[config.mk]
export PLATFORM = sky130hd
export DESIGN_NAME = j_i2s_tx
export DESIGN_NICKNAME = d
export VERILOG_FILES = /design/src/rtl/j_audio_pkg.sv /design/src/rtl/j_i2s_clkdiv.sv /design/src/rtl/j_i2s_tx.sv
export SDC_FILE = /design/constraint.sdc
export NUM_CORES = 1
export LEC_CHECK = 0
export ABC_AREA = 1
export CAP_MARGIN = 20
export CORE_UTILIZATION = 27
export CTS_CLUSTER_DIAMETER = 200
export DETAILED_ROUTE_END_ITERATION = 10
export PLACE_DENSITY = 0.47
export SYNTH_ARGS = -nofsm -noshare
export SYNTH_HDL_FRONTEND = slang
export SYNTH_SLANG_ARGS = --single-unit
[constraint.sdc]
create_clock -name clk -period 4.9 [get_ports clk]
set_input_delay 0.735 -clock clk [delete_from_list [all_inputs] [get_ports clk]]
set_output_delay 0.735 -clock clk [all_outputs]
set_load 0.01 [all_outputs]
[src/rtl/j_audio_pkg.sv]
// Shared constants, state encoding and slot helpers for the I2S audio transmitter.
// Latency: n/a (package); backpressure: n/a.
package j_audio_pkg;

    localparam int SAMPLE_W     = 16;
    localparam int FRAME_BITS   = 32;
    localparam int SLOT_W       = $clog2(FRAME_BITS);
    localparam int WS_RISE_SLOT = 15;
    localparam int WS_FALL_SLOT = 31;

    typedef enum logic {
        IDLE = 1'b0,
        RUN  = 1'b1
    } i2s_state_e;

    typedef logic [SLOT_W-1:0]     slot_t;
    typedef logic [FRAME_BITS-1:0] frame_t;

    // ws is raised one slot ahead of the right-channel MSB and dropped one slot ahead of the left MSB.
    function automatic logic ws_for_slot(input slot_t slot);
        return (slot >= slot_t'(WS_RISE_SLOT)) && (slot < slot_t'(WS_FALL_SLOT));
    endfunction

    function automatic logic last_slot(input slot_t slot);
        return slot == slot_t'(FRAME_BITS - 1);
    endfunction

endpackage

[src/rtl/j_i2s_clkdiv.sv]
// I2S bit-clock divider: sck half-period is sclkdiv+1 clk, with one-clk rise/fall strobes.
// Latency: strobes are combinational on the clk that sck toggles; backpressure: none.
module j_i2s_clkdiv #(
    parameter int DIVW = 8
) (
    input  logic            clk,
    input  logic            resetl,
    input  logic            run,
    input  logic [DIVW-1:0] sclkdiv,
    output logic            sck,
    output logic            sck_rise,
    output logic            sck_fall
);

    logic [DIVW-1:0] divcnt_q, divcnt_d;
    logic            sck_q, sck_d;
    logic            hit;

    always_comb begin
        // >= so that lowering sclkdiv below the running count toggles at once instead of wrapping.
        hit      = run && (divcnt_q >= sclkdiv);
        sck_rise = hit && !sck_q;
        sck_fall = hit && sck_q;
        divcnt_d = divcnt_q;
        sck_d    = sck_q;
        if (!run) begin
            divcnt_d = '0;
            sck_d    = 1'b0;
        end else if (hit) begin
            divcnt_d = '0;
            sck_d    = !sck_q;
        end else begin
            divcnt_d = divcnt_q + DIVW'(1);
        end
    end

    always_ff @(posedge clk) begin
        if (!resetl) begin
            divcnt_q <= '0;
            sck_q    <= 1'b0;
        end else begin
            divcnt_q <= divcnt_d;
            sck_q    <= sck_d;
        end
    end

    assign sck = sck_q;

endmodule

[src/rtl/j_i2s_tx.sv]
// I2S transmitter: holds DSP L/R samples, shifts a 32-slot frame MSB first, pulses frame_int per frame load.
// Latency: all outputs registered, frame starts one clk after i2s_en is seen; backpressure: none, holds resent if not rewritten.
module j_i2s_tx
    import j_audio_pkg::*;
#(
    parameter int DIVW = 8
) (
    input  logic                clk,
    input  logic                resetl,
    input  logic                i2s_en,
    input  logic                ltxw,
    input  logic                rtxw,
    input  logic [SAMPLE_W-1:0] dspd,
    input  logic [DIVW-1:0]     sclkdiv,
    output logic                sck,
    output logic                ws,
    output logic                sdo,
    output logic                frame_int,
    output logic                busy
);

    i2s_state_e          state_q, state_d;
    logic [SAMPLE_W-1:0] lhold_q, lhold_d;
    logic [SAMPLE_W-1:0] rhold_q, rhold_d;
    frame_t              shift_q, shift_d;
    slot_t               slot_q, slot_d;
    logic                sdo_q, sdo_d;
    logic                ws_q, ws_d;
    logic                frame_int_q, frame_int_d;
    logic                load_frame;
    logic                run;
    logic                sck_rise;
    logic                sck_fall;

    assign run = (state_q == RUN) && i2s_en;

    j_i2s_clkdiv #(
        .DIVW (DIVW)
    ) u_clkdiv (
        .clk      (clk),
        .resetl   (resetl),
        .run      (run),
        .sclkdiv  (sclkdiv),
        .sck      (sck),
        .sck_rise (sck_rise),
        .sck_fall (sck_fall)
    );

    always_comb begin
        lhold_d     = ltxw ? dspd : lhold_q;
        rhold_d     = rtxw ? dspd : rhold_q;
        state_d     = state_q;
        shift_d     = shift_q;
        slot_d      = slot_q;
        sdo_d       = sdo_q;
        ws_d        = ws_q;
        frame_int_d = 1'b0;
        load_frame  = 1'b0;

        case (state_q)
            IDLE: begin
                sdo_d = 1'b0;
                ws_d  = 1'b0;
                if (i2s_en) begin
                    state_d    = RUN;
                    load_frame = 1'b1;
                end
            end
            RUN: begin
                if (!i2s_en) begin
                    state_d = IDLE;
                    sdo_d   = 1'b0;
                    ws_d    = 1'b0;
                end else if (sck_fall) begin
                    if (last_slot(slot_q)) begin
                        load_frame = 1'b1;
                    end else begin
                        slot_d  = slot_q + slot_t'(1);
                        shift_d = shift_q << 1;
                        sdo_d   = shift_q[FRAME_BITS-2];
                        ws_d    = ws_for_slot(slot_q + slot_t'(1));
                    end
                end
            end
        endcase

        // Uses the pre-write holds, so a strobe on this clk lands in the following frame.
        if (load_frame) begin
            shift_d     = {lhold_q, rhold_q};
            slot_d      = '0;
            sdo_d       = lhold_q[SAMPLE_W-1];
            ws_d        = ws_for_slot('0);
            frame_int_d = 1'b1;
        end
    end

    always_ff @(posedge clk) begin
        if (!resetl) begin
            state_q     <= IDLE;
            lhold_q     <= '0;
            rhold_q     <= '0;
            shift_q     <= '0;
            slot_q      <= '0;
            sdo_q       <= 1'b0;
            ws_q        <= 1'b0;
            frame_int_q <= 1'b0;
        end else begin
            state_q     <= state_d;
            lhold_q     <= lhold_d;
            rhold_q     <= rhold_d;
            shift_q     <= shift_d;
            slot_q      <= slot_d;
            sdo_q       <= sdo_d;
            ws_q        <= ws_d;
            frame_int_q <= frame_int_d;
        end
    end

    assign sdo       = sdo_q;
    assign ws        = ws_q;
    assign frame_int = frame_int_q;
    assign busy      = (state_q == RUN);

    a_sck_edges_exclusive: assert property (@(posedge clk) disable iff (!resetl) !(sck_rise && sck_fall));

endmodule

Yosys cells after proc, flatten, opt, wreduce, memory -nomap -nowiden --
Cells that the tools add are included.
Storage, ports and cells: bits in registers 81, input port bits 29, output and inout port bits 5
Operators by class: $add $sub $neg 2, reductions and logical operators 15, eq/ne operators 6, muxes and demuxes 20, bitwise gates (word level) 4, $lt $le $gt $ge 3
Operators with widths (number):
- 31-bit two-way mux | 5
- 1-bit two-way mux | 12
- 8-bit by 1-bit adder with 8-bit output (second input constant) | 1
- 8-bit greater-or-equal comparator | 1
- 4-bit AND reduction | 2
- 1-bit case mux with 2 select lines | 3
- 2-bit AND reduction | 3
- 2-bit nonzero test | 3
- 5-bit by 1-bit adder with 5-bit output (second input constant) | 1
- 5-bit equality test (second input constant) | 1
- 5-bit by 4-bit greater-or-equal comparator with 1-bit output (second input constant) | 1
- 5-bit < comparator (second input constant) | 1
- 1-bit logical AND | 4
- 4-bit by 2-bit inequality test with 1-bit output (second input constant) | 1
- 4-bit inequality test (second input constant) | 1
- 1-bit inverter | 4
- 3-bit by 2-bit inequality test with 1-bit output (second input constant) | 1
- 3-bit inequality test (second input constant) | 1
- 3-bit OR reduction | 1
- 2-bit inequality test (second input constant) | 1
- 2-bit OR reduction | 1
- 1-bit logical NOT | 1

Logic depth before layout (Yosys ltp) --
Gate-level depths: netlist of run 1.
word-level depth 8, gate-level depth with buffers 16, mapped depth without buffers 15

Cells and area by module --
A second synthesis of run 1 with hierarchy kept.
Second synthesis, totals: cell total of the unflattened synthesis 430, area, all modules 3360.7 µm²
Modules (own cells, without submodules):
- j_i2s_tx | cells an instance 350, times used 1, area each 2757.6 µm²
- j_i2s_clkdiv | cells an instance 80, times used 1, area each 603.1 µm²

Worst setup path before layout of run 1 --
Ideal clock, no wire load.
path kind input port to flip-flop, start point in sclkdiv[3], end point reg shift_q[18], cell stages on the path 15, setup slack 2752 ps, setup time 109 ps, data arrival time 2039 ps, required time 4791 ps, cell sequence inv_1 > ha_1 > nand2_1 > nor2_1 > nor2_1 > nand2_1 > nand2_1 > nand2_2 > nand3_4 > nand2_1 > nand2_1 > buf_2 > a21oi_1 > nand2_1 > inv_1
On the way: longest elaborated chain between the ends 8
RTL lines:
- start: declaration | line j_i2s_tx.sv:14 | input logic [DIVW-1:0] sclkdiv,
- 8-bit greater-or-equal comparator * | line j_i2s_clkdiv.sv:21 | hit = run && (divcnt_q >= sclkdiv);
- 1-bit logical AND * | line j_i2s_clkdiv.sv:21
- 1-bit logical AND * | line j_i2s_clkdiv.sv:23 | sck_fall = hit && sck_q;
- 1-bit two-way mux | line j_i2s_tx.sv:74 | end else if (sck_fall) begin
- 1-bit two-way mux | line j_i2s_tx.sv:70 | if (!i2s_en) begin
- 1-bit case mux with 2 select lines | line j_i2s_tx.sv:60 | case (state_q)
- 2-bit inequality test (no source line) / 2-bit nonzero test (equally long branches)
- 4-bit AND reduction (no source line)
- end signal: assignment | line j_i2s_tx.sv:111 | shift_q <= shift_d;
- end: declaration | line j_i2s_tx.sv:25 | frame_t shift_q, shift_d;
Every way passes the cells marked *; elsewhere a longest branch is shown, timed or not. A chain may end at the register's enable or synchronous reset.

Worst setup path in the final report of run 1 --
start point in sclkdiv[3], end point reg slot_q[3]
On the way: longest elaborated chain between the ends 7
RTL lines:
- 8-bit greater-or-equal comparator * | line j_i2s_clkdiv.sv:21
- 1-bit logical AND * | line j_i2s_clkdiv.sv:21
- 1-bit logical AND * | line j_i2s_clkdiv.sv:23
- 1-bit two-way mux | line j_i2s_tx.sv:74
- 1-bit two-way mux | line j_i2s_tx.sv:70
- 1-bit case mux with 2 select lines | line j_i2s_tx.sv:60
- 2-bit OR reduction (no source line)
- end signal: assignment | line j_i2s_tx.sv:112 | slot_q <= slot_d;
- end: declaration | line j_i2s_tx.sv:26 | slot_t slot_q, slot_d;
Marked as above.

==> results of run 1 <==
[worst max-delay path, cell delays in order]
cell             delay [ns]
clkdlybuf4s50_1        0.45
inv_1                  0.04
ha_1                   0.28
nand2_1                0.07
nor2_1                 0.10
nor2_1                 0.04
nand2_1                0.05
nand2_1                0.07
nand2_2                0.11
nand4_2                0.70
nand2_2                0.86
inv_1                  0.14
nand2_1                0.18
nor2_1                 0.06
[Yosys cell counts]
| library cell | instances | area, µm² |
|---|---|---|
| nand4_2 | 1 | 12.5 |
| buf_4 | 2 | 15.0 |
| a21oi_1 | 40 | 200 |
| or2_2 | 1 | 6.26 |
| o21ai_0 | 38 | 190 |
| clkbuf_1 | 15 | 56.3 |
| inv_1 | 85 | 319 |
| nor2_1 | 82 | 308 |
| inv_2 | 2 | 7.51 |
| buf_1 | 1 | 3.75 |
| nand3_1 | 63 | 315 |
| nor4_1 | 1 | 6.26 |
| ha_1 | 12 | 150 |
| nor3_1 | 2 | 10.0 |
| nand2_1 | 99 | 372 |
| nor3b_1 | 1 | 7.51 |
| xor2_1 | 3 | 26.3 |
| nand2_2 | 2 | 12.5 |
| dfxtp_1 | 81 | 1620 |
| nor2_2 | 1 | 6.26 |
| a21oi_2 | 1 | 8.76 |
| o31ai_1 | 1 | 7.51 |
| or2_1 | 1 | 6.26 |
| nand3_4 | 1 | 17.5 |
| xnor2_1 | 2 | 17.5 |
| buf_2 | 9 | 45.0 |
| o21a_1 | 1 | 7.51 |
[report_power, final]
part           leakage, nW  internal (mW)  total (mW)  switching, mW
registers            0.668          0.697       0.718         0.0201
clock network        0.149          0.397       0.662          0.264
logic                 1.25         0.0701       0.163         0.0925
[metrics by stage]
step | setup slack (ns) | total power [mW] | util | cells | hold WS (ns)
floorplan | 2.75 | 0.832 | - | 548 | 0.430
global placement | 0.847 | 0.889 | 0.314 | 733 | 0.452
detailed placement | 0.822 | 0.890 | 0.314 | 733 | 0.459
CTS | 1.18 | 1.56 | 0.336 | 749 | 0.466
global route | 0.915 | 1.62 | 0.340 | 751 | 0.480
finish | 1.24 | 1.54 | 0.340 | 751 | 0.463
[registers in the layout, indices dropped and copies added (netlist names)]
signal             cells
u_clkdiv.divcnt_q      8
busy                   1
rhold_q               16
slot_q                 5
shift_q               31
lhold_q               16
ws                     1
frame_int              1
sdo                    1
u_clkdiv.sck           1
[area by class of cell]
class | count | area, µm²
Timing Repair Buffer | 38 | 408
Clock buffer | 14 | 284
Fill cell | 1479 | 8840
Inverter | 87 | 327
Tap cell | 176 | 220
Clock inverter | 2 | 10.0
Multi-Input combinational cell | 353 | 1690
Sequential cell | 81 | 1620
[cell families after synthesis]
| kind of cell | Yosys count | synth area share |
|---|---|---|
| buf+inv | 114 | 0.119 |
| compound gates | 81 | 0.110 |
| simple gates | 255 | 0.287 |
| fa+ha+maj | 12 | 0.0400 |
| xor+xnor | 5 | 0.0117 |
| flops | 81 | 0.432 |
[worst max path at each step]
| stage | from | end | slack [ns] |
|---|---|---|---|
| 2_1_floorplan | sclkdiv[3] | shift_q[18] | 2.75 |
| 3_3_place_gp | sclkdiv[3] | slot_q[1] | 0.85 |
| 3_5_place_dp | sclkdiv[3] | slot_q[4] | 0.82 |
| 4_1_cts | sclkdiv[3] | slot_q[4] | 1.18 |
| 5_1_grt | sclkdiv[3] | slot_q[3] | 0.91 |
| 6_report | sclkdiv[3] | slot_q[3] | 1.24 |
[routing by layer]
metal	GRT usage	share of wire	routed length [µm]
met2	0.214	0.46	4160
met3	0.0404	0.045	406
met5	0	0	0
met4	0.0398	0.012	108
met1	0.163	0.48	4300
==> qor.txt, run 1 <==
R2R Setup Slk = 1.75 ns
Initial antenna violation count = 0
FF-to-FF End = slot_q[3]
Die width = 120 µm
Final Critical Period = 3.66 ns
RSZ-0062 raised after global routing = no
Max Slew Vio Count = 0
CTS tree = built
Synthesized area = 0.00376 mm²
PortBufs = 33
Most common cell after layout, fill and taps aside = nand2_1
PwrDens = 338 mW/mm²
CP Launch Type = input pin
Worst R2R Start = u_clkdiv.divcnt_q[0]
Final period utilization = 0.747
Worst Path Arrival = 3.89 ns
Global route total overflow = 0
Worst hold path endpoint = shift_q[0]
Cells after Synth = 548
Ant diodes = 0
FP Rows = 42
Latest clock arrival within the worst-skew pair = 0.34 ns
Worst setup path class = input pin to flip-flop
CTS-repair resized insts = 0
Postcts setup bufs = 0
Die Height = 120 µm
Max Buffers Root-to-Sink = 2
Status = finished clean
Worst min-delay path startpoint = shift_q[0]
Syn. warnings = 0
Share of cells above drive strength 1 = 0.0504
Final Wtd Congestion = 0.723
First-pass GRT wire length = 14800 µm
Initial Util = 0.280
Number of global-route vias before repair = 3129
DR vias = 3353
Crit-path max FO = 33
Die area = 0.0144 mm²
Hold Vio Cnt, Final = 0
Post-CTS Hold Fix Bufs = 0
Hold Path Class = flip-flop to flip-flop
TritonCTS Sinks = 81
VDD IR max = 171 µV
Leakage power total = 2.06 nW
Max cap viols = 0
Clock transition at path regs = 0.06 ns
Largest net degree at the start of global routing = 37
H-tree levels = 3
CP Capture Type = flip-flop
Avg Cell Area, Syn = 6.85 µm²
Post-DRT Antenna Nets = 0
Routed length per instance = 11.9 µm
Root buf cell = clkbuf_16
Commonest non-fill, non-tap cells in the layout = 99 x nand2_1, 85 x inv_1, 82 x nor2_1
Setup TNS = 0 ns
WP data required = 5.13 ns
Post-Layout Inst Area = 0.00456 mm²
Yosys cell types = 27
Register area share after synthesis = 0.432
CTS Buf Count = 9
Fin nets = 611
Post-DP HPWL = 5710 µm
DR vias/cell = 4.46
Headroom to the max-slew limit = 0.386
Fmax achieved = 273 MHz
Core area = 0.0134 mm²
Final setup violation count = 0
Synth Register Bits = 81
Initial DRC Count = 222
Hold Path Depth = 2
Routed WL = 8970 µm
GRT Overall Usage = 0.131
P&R area growth vs syn = 21.4%
Cell Area, Placed = 0.00421 mm²
Cell depth of the worst flop-to-flop path = 13
I/O pins = 34
DR pass1 iterations = 4
Post-synth net total = 589
Skew final = 0.00321 ns
Residual DRC = 0
Slew at the pin closest to its max-slew limit = 0.919 ns
No activity file was read; power rests on OpenSTA's default activity.
==> run 2: changes to the inputs <==
- PLACE_DENSITY: 0.47 -> 0.48
- clock period: 4.9 -> 3.35 ns (I/O delays scaled with it)
==> run 2 against run 1 <==
Cell count rose by 0.40%. Sequential power rose by 46%. First-iteration DRC count rose by 8.1%. Flip-flop and latch count unchanged.
==> qor.txt, run 2 (synthesized netlist as in run 1, its figures left out) <==
Status = finished clean
Latest clock arrival within the worst-skew pair = 0.34 ns (about the same)
Number of global-route vias before repair = 3171 (+1.3%)
Fin cells = 754 (+0.40%)
Postcts setup bufs = 0 (unchanged)
FP Rows = 42 (unchanged)
Core area = 0.0134 mm² (unchanged)
CP most frequent cell = nand2_1
Leakage power total = 2.07 nW (+0.31%)
Final period utilization = 0.728
Final Wtd Congestion = 0.754 (+4.3%)
VDD IR max = 245 µV (+43%)
Routed length per instance = 11.8 µm (-1.5%)
Largest net degree at the start of global routing = 36 (-2.7%)
Root buf cell = clkbuf_16
Crit-path max FO = 18 (-45%)
Skew final = 0.00828 ns (+0.00507 ns)
Post-Layout Inst Area = 0.00457 mm² (+0.16%)
Max Slew Vio Count = 0 (unchanged)
PwrDens = 509 mW/mm² (+50%)
Register with the most flip-flops = shift_q
Headroom to the max-slew limit = 0.597 (+0.212)
H-tree levels = 3 (unchanged)
Share of cells above drive strength 1 = 0.0536 (+0.00320)
Worst setup path class = input pin to flip-flop
WP data required = 3.58 ns (-1.55 ns)
Worst path top cell family by delay = simple AND/OR/NAND/NOR gates
Commonest non-fill, non-tap cells in the layout = 99 x nand2_1, 85 x inv_1, 82 x nor2_1
I/O pins = 34 (unchanged)
P&R area growth vs syn = 21.6%
Residual DRC = 0 (unchanged)
Setup TNS = 0 ns (unchanged)
Largest register FFs = 31 (unchanged)
Post-DP HPWL = 5790 µm (+1.4%)
DR pass1 iterations = 5 (+1)
WP buf/inv = 4 (+1)
Die width = 120 µm (unchanged)
Initial antenna violation count = 0 (unchanged)
# placed instances = 739 (+0.82%)
Slowest cell on the critical path = clkdlybuf4s50_1
Sequential cell area = 0.00162 mm² (unchanged)
Max Buffers Root-to-Sink = 2 (unchanged)
R2R Setup Slk = 1.22 ns (-0.53 ns)
CTS-repair resized insts = 0 (unchanged)
CP Capture Type = flip-flop
Cell Chain, Critical Path = clkdlybuf4s50_1 > inv_1 > ha_1 > nand2_1 > nor2_1 > nor2_1 > nand2_1 > nand2_1 > nand2_2 > nand4_2 > nand2_2 > buf_4 > nand2_1 > nand3_1 > nand2_1 > inv_1
Initial Util = 0.280 (unchanged)
Max cap viols = 0 (unchanged)
Die area = 0.0144 mm² (unchanged)
Final Critical Period = 2.44 ns
CP Launch Type = input pin
RSZ-0062 raised after global routing = no
Fin util = 0.341 (+0.000561)
DR vias/cell = 4.46 (-0.19%)
Die Height = 120 µm (unchanged)
Cell Area, Placed = 0.00425 mm² (+1.1%)
Hold Path Class = flip-flop to flip-flop
Ant diodes = 0 (unchanged)
Global route total overflow = 0 (unchanged)
First-pass GRT wire length = 15200 µm (+2.6%)
PortBufs = 33 (unchanged)
DR vias = 3360 (+0.21%)
Routed WL = 8880 µm (-1.1%)
Fin nets = 615 (+0.65%)
CTS tree = built
Post-DRT Antenna Nets = 0 (unchanged)
Hold Vio Cnt, Final = 0 (unchanged)
Top Registers = shift_q x31, lhold_q x16, rhold_q x16
Most common cell after layout, fill and taps aside = nand2_1
GRT Overall Usage = 0.132 (+0.00171)
Slew at the pin closest to its max-slew limit = 0.603 ns (-0.316 ns)
CTS Buf Count = 9 (unchanged)
Slowest stage delay, CP = 0.45 ns (-0.41 ns)
Multi-input logic area = 0.00169 mm² (unchanged)
FILL cells = 1432 (-3.2%)
Clock transition at path regs = 0.06 ns (about the same)
TritonCTS Sinks = 81 (unchanged)
Post-CTS Hold Fix Bufs = 0 (unchanged)
Initial DRC Count = 240 (+8.1%)
Worst Path Arrival = 2.67 ns (-1.22 ns)
Fmax achieved = 410 MHz
Final setup violation count = 0 (unchanged)
run 2: worst reg2reg max path, cell delays in order, from the launching register on:
cell and delay (ns):
dfxtp_1 0.38, inv_1 0.06, ha_1 0.26, nand2_1 0.04, nor2_1 0.08, nor2_1 0.05, nand2_1 0.05, nand2_1 0.08
nand2_2 0.12, nand4_2 0.11, nand2_2 0.31, buf_4 0.29, nand2_1 0.08, nand3_1 0.07, nand2_1 0.06, inv_1 0.05
run 2: stage by stage:
stage | setup slack (ns) | hold WS [ns] | power (mW)
6_report | 0.912 | 0.463 | 2.32
5_1_grt | 0.632 | 0.487 | 2.44
4_1_cts | 0.878 | 0.467 | 2.36
3_5_place_dp | 0.522 | 0.453 | 1.31
3_3_place_gp | 0.594 | 0.446 | 1.30
2_1_floorplan | 1.43 | 0.430 | 1.22
run 2: per-layer routing:
| layer | share of wire | up-vias | GRT usage |
|---|---|---|---|
| met3 | 0.044 | 10 | 0.0314 |
| li1 | - | 1768 | - |
| met5 | 0 | - | 0 |
| met1 | 0.48 | 1527 | 0.166 |
| met4 | 0.014 | 0 | 0.0469 |
| met2 | 0.46 | 55 | 0.221 |
run 2: power by group:
group | total (mW) | internal (mW) | switching [mW] | leakage (nW)
logic | 0.234 | 0.0992 | 0.135 | 1.25
registers | 1.05 | 1.02 | 0.0302 | 0.668
clock network | 1.04 | 0.668 | 0.372 | 0.153
run 2: cell type report:
type,instances,area share
multi-input combinational,353,0.370
sequential,81,0.355
clock inverter,3,0.0143
inverter,87,0.0715
clock buffer,12,0.0540
timing repair buffer,42,0.0871
tap,176,0.0482
run 2: final timing paths:
kind | start | end | depth (start not counted)
worst min-delay path | shift_q[0] | shift_q[0] | 2
worst max-delay path | sclkdiv[3] | shift_q[25] | 16
worst min register to register | shift_q[0] | shift_q[0] | 2
worst max register to register | u_clkdiv.divcnt_q[0] | shift_q[25] | 15
==> run 3: changes to the inputs <==
- PLACE_DENSITY: 0.48 -> 0.47
- clock period: 3.35 -> 2.5 ns (I/O delays scaled with it)
==> run 3 against run 2 <==
Global-route usage up 0.081 points. Die area unchanged. Power grew 32%. Cell count is 0.53% higher. Routed wire length about the same. Setup slack got worse by 0.53 ns. Sequential power up 33%. Critical path type unchanged. Critical endpoint is now slot_q[0]. Highest routed layer unchanged.
==> qor.txt, run 3 (synthesized netlist as in run 1, its figures left out) <==
Most common cell after layout, fill and taps aside = nand2_1
FP Rows = 42 (unchanged)
Post-DP HPWL = 5760 µm (-0.46%)
CP Launch Type = input pin
Skew final = 0.00621 ns (-0.00207 ns)
FILL cells = 1470 (+2.7%)
Ant diodes = 0 (unchanged)
DR pass1 iterations = 4 (-1)
Slew at the pin closest to its max-slew limit = 0.618 ns (+0.0142 ns)
Core area = 0.0134 mm² (unchanged)
Headroom to the max-slew limit = 0.588 (-0.00949)
Residual DRC = 0 (unchanged)
Hold Path Class = flip-flop to flip-flop
Initial antenna violation count = 0 (unchanged)
Initial Util = 0.280 (unchanged)
PnR Total Power = 3.08 mW (+32%)
Post-CTS Hold Fix Bufs = 0 (unchanged)
GRT Overall Usage = 0.133 (+0.000806)
DR vias/cell = 4.46 (about the same)
CTS tree = built
Die width = 120 µm (unchanged)
Max Buffers Root-to-Sink = 2 (unchanged)
Largest register FFs = 31 (unchanged)
Register with the most flip-flops = shift_q
DR vias = 3379 (+0.57%)
Hold Path Depth = 2 (unchanged)
Die area = 0.0144 mm² (unchanged)
Worst setup path class = input pin to flip-flop
Pre-CTS WS = 0.0235 ns (-0.499 ns)
CTS Buf Count = 9 (unchanged)
Top Registers = shift_q x31, lhold_q x16, rhold_q x16
Worst min-delay path startpoint = rhold_q[0]
VDD IR max = 386 µV (+58%)
Status = finished clean
Multi-input logic area = 0.00169 mm² (unchanged)
Cell depth of the worst flop-to-flop path = 14 (-1)
Sequential cell area = 0.00162 mm² (unchanged)
Final Wtd Congestion = 0.759 (+0.66%)
Leakage power total = 2.10 nW (+1.4%)
PortBufs = 33 (unchanged)
Worst setup margin = 0.386 ns (-0.526 ns)
Final Critical Period = 2.11 ns
# placed instances = 742 (+0.41%)
Initial DRC Count = 226 (-5.8%)
Setup TNS = 0 ns (unchanged)
Commonest non-fill, non-tap cells in the layout = 99 x nand2_1, 85 x inv_1, 82 x nor2_1
Post-DRT Antenna Nets = 0 (unchanged)
I/O pins = 34 (unchanged)
TritonCTS Sinks = 81 (unchanged)
RSZ-0062 raised after global routing = no
Latest clock arrival within the worst-skew pair = 0.33 ns (about the same)
Root buf cell = clkbuf_16
CTS-repair resized insts = 0 (unchanged)
Hold Vio Cnt, Final = 0 (unchanged)
Max cap viols = 0 (unchanged)
Routed length per instance = 11.7 µm (-0.47%)
Crit-path max FO = 9 (-9)
Postcts setup bufs = 0 (unchanged)
Number of global-route vias before repair = 3228 (+1.8%)
Fin util = 0.345 (+0.00429)
Worst Path Arrival = 2.33 ns (-0.34 ns)
CP Capture Type = flip-flop
PwrDens = 665 mW/mm² (+31%)
Fin cells = 758 (+0.53%)
Routed WL = 8880 µm (about the same)
Max Slew Vio Count = 0 (unchanged)
WP data required = 2.72 ns (-0.86 ns)
Worst R2R Start = u_clkdiv.divcnt_q[0]
Largest net degree at the start of global routing = 36 (unchanged)
Die Height = 120 µm (unchanged)
Final period utilization = 0.846
H-tree levels = 3 (unchanged)
First-pass GRT wire length = 15100 µm (-0.41%)
Final setup violation count = 0 (unchanged)
P&R area growth vs syn = 23.1%
Clock transition at path regs = 0.06 ns (about the same)
Fin nets = 618 (+0.49%)
R2R Setup Slk = 0.54 ns (-0.68 ns)
FF-to-FF End = slot_q[0]
Share of cells above drive strength 1 = 0.0601 (+0.00650)
Worst hold path endpoint = shift_q[0]
Global route total overflow = 0 (unchanged)
Fmax achieved = 473 MHz
[run 3: cell count changes in the layout (fill, tap and decap cells not counted), sizes merged]
cell	previous run	this run
buf	9	12
clkbuf	12	14
bufinv	2	1
[run 3: worst max-delay path by stage]
stage               start     endpoint
4_1_cts        sclkdiv[3]    slot_q[0]
6_report       sclkdiv[3]    slot_q[0]
2_1_floorplan  sclkdiv[3]  shift_q[18]
3_3_place_gp   sclkdiv[3]    slot_q[0]
3_5_place_dp   sclkdiv[3]    slot_q[0]
5_1_grt        sclkdiv[3]    slot_q[0]
[run 3: cell type report]
cell class	count	area share
Inverter	87	0.0706
Sequential cell	81	0.351
Tap cell	176	0.0476
Clock inverter	2	0.00758
Timing Repair Buffer	45	0.0991
Clock buffer	14	0.0593
Multi-Input combinational cell	353	0.365
[run 3: critical path: stages]
cell	delay [ns]
clkdlybuf4s50_1	0.45
inv_1	0.04
ha_1	0.28
nand2_1	0.06
nor2_1	0.10
nor2_1	0.04
nand2_1	0.05
nand2_1	0.08
nand2_2	0.11
nand3_4	0.09
buf_4	0.15
nor2_2	0.26
inv_2	0.10
nand2_1	0.07
a21oi_1	0.06
[run 3: power breakdown]
part	total [mW]	leakage, nW	switching, mW	internal [mW]
logic	0.324	1.28	0.183	0.141
registers	1.40	0.668	0.0376	1.37
clock network	1.35	0.153	0.493	0.854
[run 3: through the flow]
stage / area, µm² / hold slack, ns
after global placement: 4310 / 0.447
after CTS: 4620 / 0.468
after global routing: 4620 / 0.499
final: 4620 / 0.467
after floorplan: 3760 / 0.430
after detailed placement: 4310 / 0.458
[run 3: per-layer routing]
| metal | part of all wire | GRT usage |
|---|---|---|
| met5 | 0 | 0 |
| met4 | 0.016 | 0.0492 |
| met3 | 0.040 | 0.0318 |
| met2 | 0.47 | 0.226 |
| met1 | 0.48 | 0.162 |
